$ cat config.mk
export PLATFORM = sky130hd
export DESIGN_NAME = accumulator_sequencer
export DESIGN_NICKNAME = d
export VERILOG_FILES = /design/src/rtl/accumulator_sequencer.sv
export SDC_FILE = /design/constraint.sdc
export NUM_CORES = 1
export LEC_CHECK = 0
export CELL_PAD_IN_SITES_DETAIL_PLACEMENT = 2
export CELL_PAD_IN_SITES_GLOBAL_PLACEMENT = 2
export CORE_ASPECT_RATIO = 0.5
export CORE_MARGIN = 2
export CORE_UTILIZATION = 25
export DETAILED_ROUTE_END_ITERATION = 12
export GPL_ROUTABILITY_DRIVEN = 1
export PLACE_DENSITY_LB_ADDON = 0.1
export SLEW_MARGIN = 40
export SYNTH_ARGS = -nofsm -noshare
export SYNTH_HDL_FRONTEND = slang
export SYNTH_SLANG_ARGS = --single-unit
$ cat constraint.sdc
create_clock -name CLK -period 4.2 [get_ports CLK]
set_input_delay 1.26 -clock CLK [delete_from_list [all_inputs] [get_ports CLK]]
set_output_delay 1.26 -clock CLK [all_outputs]
set_load 0.05 [all_outputs]
$ cat src/rtl/accumulator_sequencer.sv
// Sequencer and accumulator driving an external latched add/subtract ALU over a shared result bus.
// Optional signed-overflow detection is built when the ACC_OVERFLOW_EN macro is defined.
module accumulator_sequencer #(
  parameter int unsigned SETTLE_CYCLES = 4
) (
  input  logic        CLK,
  input  logic        RESET,
  input  logic        OP_VALID,
  output logic        OP_READY,
  input  logic [1:0]  OP_CODE,
  input  logic [31:0] S,
  output logic [31:0] ALU_A,
  output logic [31:0] ALU_B,
  output logic        ALU_SUB,
  output logic        ALU_LE,
  output logic        ALU_OE_n,
  input  logic [31:0] ALU_RESULT,
  output logic [31:0] ACC,
  output logic        ACC_NEG,
  output logic        DONE,
  output logic        OVERFLOW
);

  typedef enum logic [2:0] {IDLE, SETTLE, LATCH, DRIVE, CAPTURE} state_e;
  typedef enum logic [1:0] {OP_LDN = 2'b00, OP_SUB = 2'b01, OP_ADD = 2'b10, OP_NOP = 2'b11} op_e;

  localparam logic [7:0] SETTLE_LOAD = 8'(SETTLE_CYCLES);

  state_e      state_q, state_d;
  logic [7:0]  cnt_q, cnt_d;
  logic [31:0] alu_a_q, alu_a_d;
  logic [31:0] alu_b_q, alu_b_d;
  logic        alu_sub_q, alu_sub_d;
  logic [31:0] acc_q, acc_d;
  logic        done_q, done_d;
  op_e         op;

  assign op = op_e'(OP_CODE);

  always_comb begin
    // NOTE: every signal gets a default before the case so no path leaves it unassigned (no latches).
    state_d   = state_q;
    cnt_d     = cnt_q;
    alu_a_d   = alu_a_q;
    alu_b_d   = alu_b_q;
    alu_sub_d = alu_sub_q;
    acc_d     = acc_q;
    done_d    = 1'b0;
    unique case (state_q)
      IDLE: begin
        if (OP_VALID) begin
          if (op == OP_NOP) begin
            done_d = 1'b1;
          end else begin
            alu_a_d   = (op == OP_LDN) ? 32'd0 : acc_q;
            alu_b_d   = S;
            alu_sub_d = (op != OP_ADD);
            cnt_d     = SETTLE_LOAD;
            state_d   = SETTLE;
          end
        end
      end
      SETTLE: begin
        cnt_d = cnt_q - 8'd1;
        if (cnt_q == 8'd1) state_d = LATCH;
      end
      LATCH:   state_d = DRIVE;
      DRIVE:   state_d = CAPTURE;
      CAPTURE: begin
        acc_d   = ALU_RESULT;
        done_d  = 1'b1;
        state_d = IDLE;
      end
      default: state_d = IDLE;
    endcase
  end

  always_ff @(posedge CLK) begin
    // NOTE: sequential state uses non-blocking assignments so all registers update from pre-edge values.
    if (RESET) begin
      state_q   <= IDLE;
      cnt_q     <= 8'd0;
      alu_a_q   <= 32'd0;
      alu_b_q   <= 32'd0;
      alu_sub_q <= 1'b0;
      acc_q     <= 32'd0;
      done_q    <= 1'b0;
    end else begin
      state_q   <= state_d;
      cnt_q     <= cnt_d;
      alu_a_q   <= alu_a_d;
      alu_b_q   <= alu_b_d;
      alu_sub_q <= alu_sub_d;
      acc_q     <= acc_d;
      done_q    <= done_d;
    end
  end

`ifdef ACC_OVERFLOW_EN
  logic ovf_q, ovf_d, ovf_hit;

  // ALU_A is zero for LDN, so the subtract rule also covers LDN of 0x80000000.
  assign ovf_hit = alu_sub_q
                 ? ((alu_a_q[31] != alu_b_q[31]) && (ALU_RESULT[31] != alu_a_q[31]))
                 : ((alu_a_q[31] == alu_b_q[31]) && (ALU_RESULT[31] != alu_a_q[31]));

  always_comb begin
    ovf_d = ovf_q | ((state_q == CAPTURE) && ovf_hit);
  end

  always_ff @(posedge CLK) begin
    if (RESET) ovf_q <= 1'b0;
    else       ovf_q <= ovf_d;
  end

  assign OVERFLOW = ovf_q;
`else
  assign OVERFLOW = 1'b0;
`endif

  assign OP_READY = (state_q == IDLE);
  assign ALU_LE   = (state_q == LATCH);
  assign ALU_OE_n = !((state_q == DRIVE) || (state_q == CAPTURE));
  assign ALU_A    = alu_a_q;
  assign ALU_B    = alu_b_q;
  assign ALU_SUB  = alu_sub_q;
  assign ACC      = acc_q;
  assign ACC_NEG  = acc_q[31];
  assign DONE     = done_q;

endmodule

==> metrics.txt <==
# TYPE chip_impl_metric gauge
chip_impl_metric{name="setup_viol",unit=""} 0
chip_impl_metric{name="total_iterations_of_the_first_detailed_routing_run",unit=""} 4
chip_impl_metric{name="critical_path_arrival",unit="ns"} 2.21
chip_impl_metric{name="relSlewSlack",unit=""} 0.5037
chip_impl_metric{name="timing.final.max_slew_violations",unit=""} 0
chip_impl_metric{name="cts.path.max_buffers",unit=""} 2
chip_impl_metric{name="synth_sequential_area_ratio",unit=""} 0.5408
chip_impl_metric{name="detail_route.drc_violations",unit=""} 0
chip_impl_metric{name="clk_pin_slew_worst_paths",unit="ns"} 0.08
chip_impl_metric{name="port_buffers",unit=""} 170
chip_impl_metric{name="post_cts_hold_buffer_count",unit=""} 0
chip_impl_info{name="timing.critical_path.to_type",value="primary output"} 1
chip_impl_metric{name="timing.hold.ws",unit="ns"} 0.4591
chip_impl_metric{name="floorplan.initialDensity",unit=""} 0.2591
chip_impl_metric{name="place.detailed.instances",unit=""} 845
chip_impl_metric{name="boundaryPins",unit=""} 172
chip_impl_metric{name="cp_max_fo",unit=""} 12
chip_impl_metric{name="via_count_of_the_first_global_routing_pass",unit=""} 4292
chip_impl_metric{name="viasPerCell",unit=""} 4.623
chip_impl_metric{name="syn2layout_area_growth",unit="%"} 52.19
chip_impl_metric{name="finalWirelength",unit="mm"} 14.31
chip_impl_info{name="post_synth_top_cells",value="sky130_fd_sc_hd__nand2_1 (165), sky130_fd_sc_hd__dfxtp_1 (109), sky130_fd_sc_hd__a21oi_1 (103)"} 1
chip_impl_info{name="start_kind",value="register"} 1
chip_impl_metric{name="peakVddDrop",unit="V"} 0.0002039
chip_impl_metric{name="critical-path-max-stage-delay",unit="ns"} 0.83
chip_impl_metric{name="timing.critical_path.buf_inv",unit=""} 1
chip_impl_metric{name="gr_met1_demand_resource",unit=""} 0.2131
chip_impl_info{name="outcome",value="completed"} 1
chip_impl_metric{name="leakage",unit="nW"} 2.062
chip_impl_metric{name="synth-async-reset-ratio",unit=""} 0
chip_impl_info{name="synthTopCellsByArea",value="sky130_fd_sc_hd__dfxtp_1 (54%), sky130_fd_sc_hd__nand2_1 (15%), sky130_fd_sc_hd__a21oi_1 (13%)"} 1
chip_impl_metric{name="gr-usage-met3",unit=""} 0.05853
chip_impl_metric{name="synth_edf_count",unit=""} 0
chip_impl_metric{name="die-height",unit="um"} 93.84
chip_impl_info{name="grt.busiest_layer",value="met2"} 1
chip_impl_metric{name="die_area",unit="um2"} 17230
chip_impl_metric{name="post_route_cells_drive_above_1_share",unit=""} 0.04414
chip_impl_metric{name="grt_pass1_wl",unit="mm"} 22.93
chip_impl_metric{name="finalClockSkew",unit="ns"} 0.01318
chip_impl_info{name="critical_path.most_common_cell",value="sky130_fd_sc_hd__nor2_1"} 1
chip_impl_metric{name="cts_max_level",unit=""} 3
chip_impl_metric{name="rows",unit=""} 32
chip_impl_metric{name="synth.net_count",unit=""} 575
chip_impl_metric{name="antenna_found_initial",unit=""} 0
chip_impl_metric{name="globalRoute.totalOverflow",unit=""} 0
chip_impl_info{name="clock_tree.root_cell",value="sky130_fd_sc_hd__clkbuf_16"} 1
chip_impl_metric{name="period_share",unit=""} 0.8255
chip_impl_metric{name="setup_slack",unit="ns"} 0.7330
chip_impl_info{name="crit_slowest_cell",value="sky130_fd_sc_hd__clkdlybuf4s50_1"} 1
chip_impl_metric{name="power_density",unit="nW/um2"} 381.1
chip_impl_metric{name="die_w",unit="um"} 183.7
chip_impl_info{name="worstPathCellList",value="nor2_1 > and2_1 > nor2_1 > clkdlybuf4s50_1"} 1
chip_impl_metric{name="grt.total_usage",unit=""} 0.1706
chip_impl_metric{name="net_count_of_the_finished_layout",unit=""} 723
chip_impl_metric{name="cts_repair_resize_count",unit=""} 0
chip_impl_metric{name="max_slew.worst_pin.slew",unit="ns"} 0.7366
chip_impl_metric{name="cells_after_synth",unit=""} 504
chip_impl_info{name="rsz0062_at_grt",value="no"} 1
chip_impl_metric{name="ys_ff_latch",unit=""} 109
chip_impl_metric{name="wl_per_cell",unit="um"} 16.62
chip_impl_metric{name="n_fill_cell",unit=""} 1764
chip_impl_metric{name="cts.sinks",unit=""} 109
chip_impl_info{name="synth_top_area_cell",value="sky130_fd_sc_hd__dfxtp_1"} 1
chip_impl_metric{name="drt_iter0_markers",unit=""} 98
chip_impl_metric{name="worst_ep_required_time",unit="ns"} 2.94
chip_impl_metric{name="mappedNetlistArea",unit="um2"} 4035
chip_impl_metric{name="clock_insertion_delay_worst_skew",unit="ns"} 0.35
chip_impl_metric{name="gp_routability_congestion",unit=""} 0.6984
chip_impl_metric{name="detailroute.via_count",unit=""} 3980
chip_impl_metric{name="yosys_warnings",unit=""} 0
chip_impl_metric{name="max_freq",unit="MHz"} 288.4
chip_impl_metric{name="hpwl",unit="mm"} 9.652
chip_impl_metric{name="setup_tns",unit="ns"} 0
chip_impl_info{name="synth_top_flop_cell",value="sky130_fd_sc_hd__dfxtp_1"} 1
chip_impl_metric{name="core_ar",unit="um2"} 15570
chip_impl_metric{name="combined_area_of_the_multi_input_logic_cells",unit="um2"} 1620
chip_impl_metric{name="synthDominantCellAreaShare",unit=""} 0.5408
chip_impl_metric{name="synth.lib_cells_used.distinct",unit=""} 35
chip_impl_info{name="yosysMostFrequentCell",value="sky130_fd_sc_hd__nand2_1"} 1
chip_impl_metric{name="maxCapViolCount",unit=""} 0
chip_impl_metric{name="ff_latch_area",unit="um2"} 2182
chip_impl_info{name="cp_top_family",value="buffers and inverters"} 1
chip_impl_metric{name="fin_total_pwr",unit="mW"} 2.340
chip_impl_metric{name="n_antenna_cell",unit=""} 0
chip_impl_metric{name="cts_setup_buffers",unit=""} 0
chip_impl_metric{name="largest_net_degree_at_the_start_of_global_routing",unit=""} 77
chip_impl_metric{name="hold_viol",unit=""} 0
chip_impl_metric{name="final_period_minus_worst_setup_slack",unit="ns"} 3.467
chip_impl_info{name="worst_hold_path_type",value="register to register"} 1
chip_impl_metric{name="final-instance-count-excl-fill",unit=""} 861
chip_impl_metric{name="tritoncts.num_buffers",unit=""} 9
chip_impl_metric{name="grt_use_met2",unit=""} 0.2899
chip_impl_info{name="criticalPathCategory",value="register to primary output"} 1
chip_impl_metric{name="dpl_worst_slack",unit="ns"} 0.8565
chip_impl_metric{name="route.antenna.remaining_nets",unit=""} 0
chip_impl_info{name="tritoncts",value="yes"} 1
chip_impl_metric{name="post_synth.cell_area_avg",unit="um2"} 8.006
-- layout by cell type (no fill, tap or decap), types with 2 or more instances in the layout --
cell type                         count
sky130_fd_sc_hd__ha_1                 2
sky130_fd_sc_hd__nor2_1               8
sky130_fd_sc_hd__nand3_1             34
sky130_fd_sc_hd__inv_6                3
sky130_fd_sc_hd__inv_1                4
sky130_fd_sc_hd__or4_1                2
sky130_fd_sc_hd__nor3_1               5
sky130_fd_sc_hd__or3_1                3
sky130_fd_sc_hd__a21oi_1            103
sky130_fd_sc_hd__o21ai_0              7
sky130_fd_sc_hd__buf_4                8
sky130_fd_sc_hd__clkbuf_16            9
sky130_fd_sc_hd__clkdlybuf4s50_1    169
sky130_fd_sc_hd__dfxtp_1            109
sky130_fd_sc_hd__nand2_1            165
sky130_fd_sc_hd__nand3b_1             2
sky130_fd_sc_hd__or2_2                2
-- flip-flops by register name (all words and copies together), names as in the netlist --
name / count
ALU_A: 32
ALU_SUB: 1
ACC: 32
ALU_B: 32
cnt_q: 8
DONE: 1
state_q: 3
-- logic make-up (layout without fill, tap and decap cells) --
group           count (synthesis)  in the layout  synth area share
xor+xnor                        1              1          0.002171
flops                         109            109            0.5408
compound gates                119            119            0.1557
buf+inv                        45            198           0.05798
other cells                     1              1         0.0009293
fa+ha+maj                       2              2          0.006201
simple gates                  227            227            0.2363
-- metrics by stage --
step                  util  instance area, um2
finish              0.3943                6141
global route        0.3943                6141
CTS                 0.3943                6141
detailed placement  0.3747                5836
global placement    0.3744                5832
floorplan                -                4035
-- routing by layer --
layer	wire (um)	part of all wire
met1	6875	0.48
met2	6488	0.45
met3	878	0.061
met4	68	0.0048
met5	0	0
-- final cells by class --
cell class | instances | share of cell area
Sequential cell | 109 | 0.3553
Timing Repair Buffer | 178 | 0.2871
Multi-Input combinational cell | 350 | 0.2639
Tap cell | 204 | 0.04156
Clock buffer | 10 | 0.03729
Clock inverter | 6 | 0.01243
Inverter | 4 | 0.002445
-- worst paths after layout --
path | start | depth (start not counted) | end | slack, ns
worst max-delay path | state_q[0]$_SDFFE_PP0P_ | 4 | ALU_OE_n | 0.73
worst min register to register | ALU_A[27]$_SDFFE_PP0P_ | 2 | ALU_A[27]$_SDFFE_PP0P_ | 0.46
worst max register to register | state_q[2]$_SDFFE_PP0P_ | 5 | cnt_q[3]$_SDFFE_PP0P_ | 2.12
worst min-delay path | ALU_A[27]$_SDFFE_PP0P_ | 2 | ALU_A[27]$_SDFFE_PP0P_ | 0.46
-- report_power, final --
group	switching (mW)	internal [mW]	total, mW
Clock	0.426	0.476	0.902
Sequential	0.0255	1.06	1.09
Combinational	0.211	0.137	0.348
Total	0.662	1.68	2.34
-- worst reg2reg max path: cells and delay by family, from the launching register on --
family,cells,cell delay [ns]
buffers and inverters,1,0.29
flip-flops,1,0.42
AO/OA/AOI/OAI,1,0.36
AND/OR/NAND/NOR,3,0.92
No activity file was read; power rests on OpenSTA's default activity.
